$ cat src/rtl/cr16_pkg.sv
// Shared definitions for the CR16 micro-op sequencer: state encoding and micro-op field layout.
package cr16_pkg;

  localparam int unsigned UOP_W   = 30;
  localparam int unsigned REG_N   = 16;
  localparam int unsigned FLAG_W  = 5;

  localparam int unsigned UOP_HALT    = 29;
  localparam int unsigned UOP_USE_IMM = 28;
  localparam int unsigned UOP_OP_MSB  = 27;
  localparam int unsigned UOP_OP_LSB  = 24;
  localparam int unsigned UOP_DST_MSB = 23;
  localparam int unsigned UOP_DST_LSB = 20;
  localparam int unsigned UOP_SRA_MSB = 19;
  localparam int unsigned UOP_SRA_LSB = 16;
  localparam int unsigned UOP_IMM_MSB = 15;
  localparam int unsigned UOP_SRB_MSB = 3;

  typedef enum logic [2:0] {
    ST_IDLE  = 3'd0,
    ST_FETCH = 3'd1,
    ST_ISSUE = 3'd2,
    ST_WRITE = 3'd3,
    ST_PAUSE = 3'd4,
    ST_DONE  = 3'd5
  } state_e;

  // One-hot register write enable for a destination index.
  function automatic logic [REG_N-1:0] dst_onehot(input logic [3:0] dst);
    return REG_N'(1) << dst;
  endfunction

endpackage

$ cat src/rtl/cr16_seq_rom.sv
// Micro-op program store: simple dual-port RAM, one write port and one registered read port.
module cr16_seq_rom
  import cr16_pkg::*;
#(
  parameter int unsigned DEPTH = 16,
  parameter int unsigned AW    = $clog2(DEPTH)
) (
  input  logic             clk_i,
  input  logic             rst_ni,
  input  logic             we_i,
  input  logic [AW-1:0]    waddr_i,
  input  logic [UOP_W-1:0] wdata_i,
  input  logic             re_i,
  input  logic [AW-1:0]    raddr_i,
  output logic [UOP_W-1:0] rdata_o
);

  logic [UOP_W-1:0] mem_q [DEPTH];

  always_ff @(posedge clk_i) begin
    if (we_i) begin
      mem_q[waddr_i] <= wdata_i;
    end
  end

  // Read register doubles as the issued micro-op; cleared by reset, contents are not.
  always_ff @(posedge clk_i) begin
    if (!rst_ni) begin
      rdata_o <= '0;
    end else if (re_i) begin
      rdata_o <= mem_q[raddr_i];
    end
  end

endmodule

$ cat src/rtl/cr16_datapath_sequencer.sv
// Programmable micro-op sequencer driving the CR16 register-file/ALU datapath.
module cr16_datapath_sequencer
  import cr16_pkg::*;
#(
  parameter int unsigned DEPTH = 16,
  parameter int unsigned AW    = $clog2(DEPTH)
) (
  input  logic                I_CLK,
  input  logic                I_NRESET,
  input  logic                I_ENABLE,
  input  logic                I_START,
  input  logic                I_STEP_MODE,
  input  logic                I_STEP,
  input  logic                I_PROG_WE,
  input  logic [AW-1:0]       I_PROG_ADDR,
  input  logic [UOP_W-1:0]    I_PROG_DATA,
  input  logic [FLAG_W-1:0]   I_FLAGS,
  output logic [3:0]          O_OPCODE,
  output logic [3:0]          O_READ_PORT_A_SEL,
  output logic [3:0]          O_READ_PORT_B_SEL,
  output logic [REG_N-1:0]    O_REG_ENABLE,
  output logic [15:0]         O_PRELOAD_IMM,
  output logic                O_IMM_SEL,
  output logic [FLAG_W-1:0]   O_FLAGS_LATCHED,
  output logic [AW-1:0]       O_PC,
  output logic                O_BUSY,
  output logic                O_DONE
);

  state_e              state_q, state_d;
  logic [AW-1:0]       pc_q, pc_d;
  logic [REG_N-1:0]    reg_en_q, reg_en_d;
  logic [FLAG_W-1:0]   flags_q, flags_d;
  logic                busy_q, busy_d;
  logic                done_q, done_d;
  logic [UOP_W-1:0]    uop;
  logic                rom_we, rom_re, last_op, use_imm;

  assign rom_we = I_ENABLE && I_PROG_WE && !busy_q;
  assign rom_re = I_ENABLE && (state_q == ST_FETCH);

  cr16_seq_rom #(
    .DEPTH (DEPTH),
    .AW    (AW)
  ) u_rom (
    .clk_i   (I_CLK),
    .rst_ni  (I_NRESET),
    .we_i    (rom_we),
    .waddr_i (I_PROG_ADDR),
    .wdata_i (I_PROG_DATA),
    .re_i    (rom_re),
    .raddr_i (pc_q),
    .rdata_o (uop)
  );

  // End of memory terminates exactly like an explicit HALT.
  assign last_op = uop[UOP_HALT] || (pc_q == AW'(DEPTH - 1));
  assign use_imm = uop[UOP_USE_IMM];

  always_ff @(posedge I_CLK) begin
    if (!I_NRESET) begin
      state_q <= ST_IDLE;
    end else if (I_ENABLE) begin
      state_q <= state_d;
    end
  end

  always_comb begin
    state_d = state_q;
    unique case (state_q)
      ST_IDLE, ST_DONE: if (I_START) state_d = ST_FETCH;
      ST_FETCH:         state_d = ST_ISSUE;
      ST_ISSUE:         state_d = ST_WRITE;
      ST_WRITE: begin
        if (last_op)          state_d = ST_DONE;
        else if (I_STEP_MODE) state_d = ST_PAUSE;
        else                  state_d = ST_FETCH;
      end
      ST_PAUSE:         if (I_STEP) state_d = ST_FETCH;
      default:          state_d = ST_IDLE;
    endcase
  end

  always_comb begin
    pc_d     = pc_q;
    reg_en_d = '0;
    flags_d  = flags_q;
    busy_d   = (state_d != ST_IDLE) && (state_d != ST_DONE);
    done_d   = (state_d == ST_DONE);
    case (state_q)
      ST_IDLE, ST_DONE: if (I_START) pc_d = '0;
      ST_ISSUE:         reg_en_d = dst_onehot(uop[UOP_DST_MSB:UOP_DST_LSB]);
      ST_WRITE: begin
        flags_d = I_FLAGS;
        if (state_d == ST_FETCH) pc_d = pc_q + AW'(1);
      end
      ST_PAUSE:         if (I_STEP) pc_d = pc_q + AW'(1);
      default:          ;
    endcase
  end

  always_ff @(posedge I_CLK) begin
    if (!I_NRESET) begin
      pc_q     <= '0;
      reg_en_q <= '0;
      flags_q  <= '0;
      busy_q   <= 1'b0;
      done_q   <= 1'b0;
    end else if (I_ENABLE) begin
      pc_q     <= pc_d;
      reg_en_q <= reg_en_d;
      flags_q  <= flags_d;
      busy_q   <= busy_d;
      done_q   <= done_d;
    end
  end

  // A stalled WRITE keeps its pulse pending but must not reach the register file.
  assign O_REG_ENABLE      = I_ENABLE ? reg_en_q : '0;
  assign O_OPCODE          = uop[UOP_OP_MSB:UOP_OP_LSB];
  assign O_READ_PORT_A_SEL = uop[UOP_SRA_MSB:UOP_SRA_LSB];
  assign O_READ_PORT_B_SEL = use_imm ? 4'h0 : uop[UOP_SRB_MSB:0];
  assign O_PRELOAD_IMM     = use_imm ? uop[UOP_IMM_MSB:0] : 16'h0000;
  assign O_IMM_SEL         = use_imm;
  assign O_FLAGS_LATCHED   = flags_q;
  assign O_PC              = pc_q;
  assign O_BUSY            = busy_q;
  assign O_DONE            = done_q;

endmodule

$ cat config.mk
export PLATFORM = sky130hd
export DESIGN_NAME = cr16_datapath_sequencer
export DESIGN_NICKNAME = d
export VERILOG_FILES = /design/src/rtl/cr16_pkg.sv /design/src/rtl/cr16_seq_rom.sv /design/src/rtl/cr16_datapath_sequencer.sv
export SDC_FILE = /design/constraint.sdc
export NUM_CORES = 1
export LEC_CHECK = 0
export ABC_AREA = 1
export CAP_MARGIN = 20
export CELL_PAD_IN_SITES_DETAIL_PLACEMENT = 1
export CELL_PAD_IN_SITES_GLOBAL_PLACEMENT = 1
export CORE_MARGIN = 4
export CORE_UTILIZATION = 44
export CTS_CLUSTER_SIZE = 8
export DETAILED_ROUTE_END_ITERATION = 7
export GPL_ROUTABILITY_DRIVEN = 0
export PLACE_DENSITY = 0.77
export SYNTH_ARGS = -nofsm -noshare
export SYNTH_HDL_FRONTEND = slang
export SYNTH_SLANG_ARGS = --single-unit
$ cat constraint.sdc
create_clock -name I_CLK -period 2.4 [get_ports I_CLK]
set_clock_uncertainty 0.05 [all_clocks]
set_input_delay 0.24 -clock I_CLK [delete_from_list [all_inputs] [get_ports I_CLK]]
set_output_delay 0.24 -clock I_CLK [all_outputs]
set_load 0.02 [all_outputs]
==> flow_summary_export.csv <==
group,metric,value,unit
job,drv_cap,0,
timing,tightest_slew,0.858,ns
finish,regArea,15600,sq um
cts,clkSinkCount,540,
timing,rsz0062_at_grt,"no",
die,pin_count,102,
logic_synthesis,synthArstFlopShare,0,
drt,wl_per_cell,24.7,microns
grt,grt_pass1_vias,16500,
die,dieArea,52900,sq um
cts,cts_setup_buffers,0,
logic_synthesis,synth_warnings,0,
cts,clock-root-buffer,"clkbuf_16",
drt,ant_nets,0,
cts,clock_latency,0.61,ns
critical_path,critPathLaunchType,"flip-flop",
logic_synthesis,syn_inst,1845,
finish,num-fill-cells,5007,
grt,grt_usage,0.250,
critical_path,crit_path_end_kind,"primary output",
logic_synthesis,avgSynthCellArea,11.8,sq um
drt,drc,0,
timing,setup_tns,0,ns
finish,drive_gt1_frac,0.0934,
die,fp.dieW,230,microns
critical_path,crit_buf_inv,2,
cts,cts_buffers,77,
timing,drv_slew,0,
cts,hold_buffers,0,
finish,multi_input_area,5200,sq um
logic_synthesis,synth_edf_count,480,
cts,tritoncts,"built",
critical_path,cp_cell_sequence,"buf_12, clkdlybuf4s50_1",
timing,maxClockFrequency,433,MHz
drt,dr.pass1.iters,5,
critical_path,crit_slowest_cell,"clkdlybuf4s50_1",
drt,routed_via_density,5.74,
pwr,p_total,22600,uW
critical_path,cp_max_fo,51,
cts,cts_max_path_buffers,3,
grt,gr-total-overflow,0,
placed_design,dp_cells,2563,
timing,hold_violations,0,
drt,drtIter0Drc,1728,
pwr,p_per_area,858,nW/um^2
pwr,leakagePower,0.00898,uW
finish,area_delta_synth_final,21.3,%
logic_synthesis,syn-num-nets,1892,
grt,grt_pass1_wl,101,mm
finish,fin_cells,2688,
die,num_rows,81,
critical_path,cpPeakStageDelay,0.66,ns
grt,antenna_found_initial,7,
die,die_h,230,microns
timing,fin_crit_sh,0.963,
min_path,hp-class,"in2reg",
cts,htree_levels,3,
finish,nets,2025,
placed_design,io_buffers,101,
run_status,status,"finished clean",
timing,setup_violations,0,
placed_design,dp_hpwl,40.8,mm
logic_synthesis,ys_types,26,
critical_path,cpLargestDelayFamily,"buffers and inverters",
drt,vias,15400,
grt,grt_start_max_net_pins,79,
finish,layout_common_cells,"480 x edfxtp_1, 427 x nor2_1, 207 x o21ai_0, 120 x o211ai_1, 112 x nand2_1",
die,start_util,0.444,
finish,num_antenna_cells,0,
logic_synthesis,synth-main-ff-cell,"edfxtp_1",
drt,wirelength,66.4,mm
logic_synthesis,ys_seq_elements,540,
timing,slew_headroom,0.426,
logic_synthesis,synth_seq_area_share,0.720,
critical_path,cp.arrival,2.02,ns
critical_path,cp_data_required_time,2.11,ns
finish,mostFrequentLayoutCell,"edfxtp_1",
timing,fin_crit,2.31,ns
pwr,vdd_ir_drop_max,0.508,mV
critical_path,critPathKind,"reg2out",
logic_synthesis,synth.cell_area,21700,sq um
cts,cts_resized,0,
cts,clk_pin_slew,0.05,ns
die,core-area,48800,sq um
## layout make-up
class / count / area share
Timing Repair Buffer: 180 / 0.0785
Clock buffer: 121 / 0.0827
Clock inverter: 4 / 0.00257
Tap cell: 664 / 0.0316
Sequential cell: 540 / 0.594
Multi-Input combinational cell: 1085 / 0.198
Inverter: 94 / 0.0136
## cells in the mapped netlist (2+ instances only)
cell type | count | area (sq um)
edfxtp_1 | 480 | 14400
nor2_1 | 443 | 1660
o21ai_0 | 207 | 1040
o211ai_1 | 120 | 901
nand2_1 | 112 | 420
nand3_1 | 110 | 551
inv_1 | 91 | 342
clkbuf_1 | 65 | 244
dfxtp_1 | 60 | 1200
o21ai_1 | 37 | 185
a21oi_1 | 32 | 160
buf_2 | 28 | 140
buf_4 | 16 | 120
nor3_1 | 10 | 50.1
a22oi_1 | 8 | 60.1
buf_6 | 8 | 90.1
buf_1 | 7 | 26.3
buf_8 | 2 | 30.0
clkinv_1 | 2 | 7.51
## logic make-up (layout without fill, tap and decap cells)
family                     count (synthesis)  after routing  share of synthesized area
adders and majority gates                  1              1                   0.000577
DFF                                      540            540                      0.720
xor gates and xnor gates                   2              2                   0.000807
buffers and inverters                    220            399                     0.0465
AOI/OAI and AO/OA                        404            404                      0.108
and+or+nand+nor                          678            678                      0.125
## state kept, by name (all words and copies together) (netlist names)
signal           cells
O_DONE               1
reg_en_q            16
O_FLAGS_LATCHED      5
O_PC                 4
state_q              3
u_rom.rdata_o       30
u_rom.mem_q        480
O_BUSY               1
## layer usage
| metal | track usage | wire (microns) |
|---|---|---|
| met1 | 0.330 | 27100 |
| met2 | 0.419 | 32700 |
| met3 | 0.0579 | 5060 |
| met4 | 0.0709 | 1410 |
| met5 | 0 | 72 |
## report_power, final
group          internal [uW]  total (uW)  switching (uW)
Sequential             10300       10400            64.3
Combinational            613        1980            1370
Clock                   6270       10200            3920
## worst reg2reg max path, cell delays in order, from the launching register on
cell      delay [ns]
dfxtp_4         0.41
buf_12          0.26
buf_12          0.27
o21ai_0         0.15
o211ai_1        0.28
nand3_1         0.22
nand3_1         0.23
nand2_1         0.09
inv_1           0.06
## through the flow
step | area (sq um) | util | hold WS, ns | setup slack [ns]
after floorplan | 21700 | - | 0.289 | -0.242
after global placement | 24100 | 0.493 | 0.400 | 0.307
final | 26300 | 0.539 | 0.172 | 0.0894
after global routing | 26300 | 0.539 | 0.172 | 0.0217
after detailed placement | 24100 | 0.493 | 0.414 | 0.244
after CTS | 26300 | 0.539 | 0.151 | 0.0471
## final timing paths
check / to / startpoint / slack [ns] / cells past startpoint
min: O_FLAGS_LATCHED[2] / I_FLAGS[2] / 0.17 / 3
max: O_PC[1] / O_PC[1] / 0.09 / 2
max reg2reg: u_rom.rdata_o[28] / O_PC[0] / 0.34 / 8
min reg2reg: reg_en_q[13] / reg_en_q[13] / 0.42 / 2
(Power assumes the default switching activity.)
